`src/rtl/bcd_ascii_sender.sv`:
```
// Prints a latched packed-BCD value as ASCII digits over a valid/ready byte stream,
// suppressing leading zeros. Define BCD_ASCII_SENDER_CRLF_EN to end each message with CR LF.
module bcd_ascii_sender #(
  parameter int BCDDIGITS = 22
) (
  input  logic                   clk,
  input  logic                   rst_n,
  input  logic                   start,
  input  logic [BCDDIGITS*4-1:0] bcd_in,
  output logic                   busy,
  output logic [7:0]             tx_data,
  output logic                   tx_valid,
  input  logic                   tx_ready,
  output logic                   done
);

  localparam int IW = (BCDDIGITS > 1) ? $clog2(BCDDIGITS) : 1;

`ifdef BCD_ASCII_SENDER_CRLF_EN
  typedef enum logic [2:0] {
    IDLE = 3'd0, SKIP = 3'd1, SEND = 3'd2, DONE = 3'd3, CR = 3'd4, LF = 3'd5
  } state_t;
`else
  typedef enum logic [2:0] {
    IDLE = 3'd0, SKIP = 3'd1, SEND = 3'd2, DONE = 3'd3
  } state_t;
`endif

  state_t                 state, state_next;
  logic [BCDDIGITS*4-1:0] value, value_next;
  logic [IW-1:0]          index, index_next;
  logic [BCDDIGITS*4-1:0] shifted;
  logic [3:0]             digit;

  // The digit under the index is always the one being examined or printed.
  assign shifted = value >> {index, 2'b00};
  assign digit   = shifted[3:0];
  assign busy    = (state != IDLE);

  always_ff @(posedge clk or negedge rst_n) begin
    if (!rst_n) begin
      state <= IDLE;
      value <= '0;
      index <= '0;
    end else begin
      state <= state_next;
      value <= value_next;
      index <= index_next;
    end
  end

  always_comb begin
    state_next = state;
    value_next = value;
    index_next = index;
    tx_valid   = 1'b0;
    tx_data    = 8'h00;
    done       = 1'b0;
    case (state)
      IDLE: begin
        if (start) begin
          value_next = bcd_in;
          index_next = IW'(BCDDIGITS - 1);
          state_next = SKIP;
        end
      end
      SKIP: begin
        if (digit == 4'd0 && index != '0) begin
          index_next = index - 1'b1;
        end else begin
          state_next = SEND;
        end
      end
      SEND: begin
        tx_valid = 1'b1;
        tx_data  = (digit <= 4'd9) ? (8'h30 + {4'h0, digit}) : 8'h3F;
        if (tx_ready) begin
          if (index != '0) begin
            index_next = index - 1'b1;
          end else begin
`ifdef BCD_ASCII_SENDER_CRLF_EN
            state_next = CR;
`else
            state_next = DONE;
`endif
          end
        end
      end
`ifdef BCD_ASCII_SENDER_CRLF_EN
      CR: begin
        tx_valid = 1'b1;
        tx_data  = 8'h0D;
        if (tx_ready) state_next = LF;
      end
      LF: begin
        tx_valid = 1'b1;
        tx_data  = 8'h0A;
        if (tx_ready) state_next = DONE;
      end
`endif
      DONE: begin
        done       = 1'b1;
        state_next = IDLE;
      end
      default: state_next = IDLE;
    endcase
  end

endmodule

```
`config.mk`:
```
export PLATFORM = sky130hd
export DESIGN_NAME = bcd_ascii_sender
export DESIGN_NICKNAME = d
export VERILOG_FILES = /design/src/rtl/bcd_ascii_sender.sv
export SDC_FILE = /design/constraint.sdc
export NUM_CORES = 1
export LEC_CHECK = 0
export ABC_AREA = 1
export CAP_MARGIN = 20
export CORE_UTILIZATION = 35
export CTS_BUF_LIST = sky130_fd_sc_hd__clkbuf_8
export CTS_CLUSTER_DIAMETER = 40
export DETAILED_ROUTE_END_ITERATION = 6
export REMOVE_ABC_BUFFERS = 1
export SYNTH_ARGS = -nofsm -noshare
export SYNTH_HDL_FRONTEND = slang
export SYNTH_SLANG_ARGS = --single-unit
```
`constraint.sdc`:
```
create_clock -name clk -period 4.2 [get_ports clk]
set_input_delay 1.26 -clock clk [delete_from_list [all_inputs] [get_ports clk]]
set_output_delay 1.26 -clock clk [all_outputs]
set_load 0.05 [all_outputs]
```
==> summary.md <==
| Metric | Value |
|---|---|
| Psw | 0.00193 W |
| CTS tree | built |
| Asr flop ratio synth | 100% |
| Slew Limit Fails | 0 |
| Placement Cell Area | 5970 µm² |
| Maximum buffer depth of the clock tree | 2 |
| Finished Cell Area | 6160 µm² |
| CTS HTree Levels | 3 |
| CTS clock-pin slew for the worst setup and hold paths | 0.09 ns |
| Pwr Density | 740 nW/µm² |
| Worst-path maximum fanout | 7 |
| Worst path most repeated cell | nor2_1 |
| Storage element area | 2380 µm² |
| Slew headroom | 46.1% |
| Resized cells post-CTS | 0 |
| Final worst path period share | 91.7% |
| Pre-antenna DRT Iters | 4 |
| # fillers | 1330 |
| Area grow syn2layout | 28.1% |
| Top FF cell, synth | dfrtp_1 |
| Hold_buf cts | 0 |
| Sequential Power Share | 35.6% |
| Crit path DAT | 2.59 ns |
| GPL Wtd Cong | 0.757 |
| Total internal power | 0.00263 W |
| Reg2reg start | index[0] |
| Worst-path cell chain | nor2_1 > o211ai_1 > nand3_1 > nand2_1 > nand3_1 > nor2_2 > a31oi_1 > nor2_1 > nor2_1 > buf_12 |
| Initial antenna violation count | 0 |
| Most frequent cell after synthesis | dfrtp_1 |
| Top cells by area, synth | dfrtp_1, mux2_2, nand2_1 |
| WL final | 11.4 mm |
| Inserted Diodes | 0 |
| Number of global-route vias before repair | 3830 |
| Worst slew pin tran | 0.802 ns |
| Fin. Hold Viols | 0 |
| Setup crit start kind | flop |
| Largest net degree at the start of global routing | 62 |
| Yosys Warn Count | 0 |
| Slowest CP cell | nor2_1 |
| Mapped Cells | 539 |
| DR vias | 3748 |
| Clk pwr share | 13.1% |
| Fmax | 260 MHz |
| Post-synthesis sequential area ratio | 49.4% |
| Crit end category | output port |
| Comb power frac | 51.4% |
| Clock skew | 0.00717 ns |
| Slowest cell delay on critical path | 0.47 ns |
| Cts bufs inserted | 9 |
| Share of cells above drive strength 1 | 15.1% |
| CTS root buffer | clkbuf_8 |
| # IOs | 103 |
| Worst EP required | 2.94 ns |
| CP Class | flop to output port |
| Gr usage total | 17.3% |
| Endpoints failing setup | 0 |
| DRC viols | 0 |
| Insertion delay to the later sink of the worst-skew pair | 0.37 ns |
| Reg2reg setup slack | 1.92 ns |
| Status | completed |
| Syn avg cell area | 8.93 µm² |
| Seq cells post-synth | 95 |
| Switching Share | 42.3% |
| RSZ-0062 raised after global routing | false |
| Cell variety after synth | 30 |
| Starting density of the core | 36.1% |
| Post-synth EDFFs | 0 |
| First-pass GRT wire length | 19.1 mm |
| CP top delay family | simple AND/OR/NAND/NOR gates |
| Hold Path Class | flop to flop |
| Clk sinks | 95 |
| Die height | 119 µm |
| Synth Cell Area | 4810 µm² |
| Row cnt | 42 |
| Die Wd | 119 µm |
| DP HPWL | 8.39 mm |
| List of most frequent post-synthesis cells | dfrtp_1, nand2_1, nor2_1 |
| Top cell type's share of synthesized area | 49.4% |
| Multi-input logic area | 2060 µm² |
| Initial DRC Count | 200 |
| Finished Core Util | 46.2% |
| Routed wire per std cell | 14.1 µm |
| Maximum vdd ir drop | 248 µV |
| Core area | 13300 µm² |
| Post-layout min period | 3.85 ns |
| Die area | 14200 µm² |
| Number of buffers added on ports | 100 |
| Critical path origin | index[1] |
| WP buf/inv | 1 |
| Hold Crit Start | value[68] |
| Setup repair bufs after CTS | 0 |
| Final nets | 728 |
| Leakage | 2.85 nW |
| Dominant cell type by area after synthesis | dfrtp_1 |
| Drt via density | 4.62 |
| GRT overflow | 0 |
| Max cap viols | 0 |
| Routed Antenna Nets | 0 |
[registers in the layout, indices dropped and copies added, names as in the netlist]
name and flops:
state 2, index 5, value 88
[per-layer routing]
layer  vias up  routed length (µm)  GRT usage [%]
met1      1747                5500           23.1
li1       1908                   -              -
met3         7                 511           4.21
met2        86                5300           28.1
met4         0                  85           4.51
met5         -                   0              0
[cell families (layout without fill, tap and decap cells)]
family                   Yosys count  count (layout)  share of synthesized area, %
flip-flops                        95              95                          49.4
multiplexers                      52              52                          12.2
AO/OA/AOI/OAI                     68              68                          7.83
AND/OR/NAND/NOR                  234             234                          21.0
adder cells (fa/ha/maj)            6               6                          1.56
other                              1               2                        0.0779
buffers and inverters             83             178                          7.98
[final timing paths]
check	to	cells past startpoint
min in group asynchronous	value[29]	1
max reg2reg	index[4]	8
min reg2reg	value[68]	1
max in group asynchronous	value[72]	2
max	tx_data[0]	10
min	value[68]	1
[final cells by class]
type	instances	area share, %
repair buffers	108	18.0
clock inverters	7	1.06
multi-input cells	362	33.5
well taps	176	3.57
flip-flops and latches	95	38.6
clock buffers	9	2.01
inverters	54	3.29
[worst reg2reg max path: stages (launching register included)]
cell and delay, ns:
dfrtp_2 0.52, inv_2 0.26, ha_1 0.28, nand3_1 0.17
nor2_1 0.06, nor3_1 0.62, nand2_4 0.13, nand2_1 0.10
nand2_1 0.05
[cell usage in the layout (no fill, tap or decap)]
cell / synthesis / routed
nand3_2: 1 / 1
nor2_4: 2 / 2
nand2_4: 2 / 3
o211ai_1: 12 / 12
a31oi_1: 1 / 1
o21ai_0: 13 / 13
conb_1: 1 / 2
inv_2: 3 / 3
dfrtp_2: 0 / 1
inv_1: 51 / 52
or2_1: 10 / 10
ha_1: 6 / 6
buf_4: 6 / 8
nand2_1: 87 / 86
or2_2: 2 / 2
mux2_2: 52 / 52
nor2_2: 2 / 2
clkdlybuf4s50_1: 0 / 95
o21ai_2: 1 / 1
nor2_1: 84 / 84
dfrtp_1: 95 / 94
nor3_1: 1 / 1
o21ai_1: 2 / 2
clkinv_4: 0 / 1
nand2_2: 1 / 1
bufinv_16: 0 / 1
nand4_1: 3 / 3
clkinv_2: 0 / 3
clkbuf_8: 0 / 9
a21oi_1: 38 / 38
clkinvlp_4: 0 / 1
o22ai_1: 1 / 1
buf_12: 0 / 5
nand3_1: 39 / 39
[power by group through the flow]
stage	combinational [W]	sequential, W	clock (W)
after floorplan	0.00167	0.00159	0
after global placement	0.00231	0.00163	0
after detailed placement	0.00236	0.00164	0
after CTS	0.00237	0.00162	0.000619
after global routing	0.00262	0.00167	0.000660
final	0.00234	0.00162	0.000597
[metrics by stage]
stage                     hold WS [ns]  std cells  setup TNS, ns  power (W)  setup WS, ns
after global placement           0.483        795              0    0.00393         0.823
after detailed placement         0.490        795              0    0.00400         0.733
after CTS                        0.512        811              0    0.00461         0.312
after floorplan                  0.471        511         -0.369    0.00326        -0.123
final                            0.511        811              0    0.00456         0.349
after global routing             0.530        811              0    0.00496       0.00286
Power figures use the tool's default switching activity.
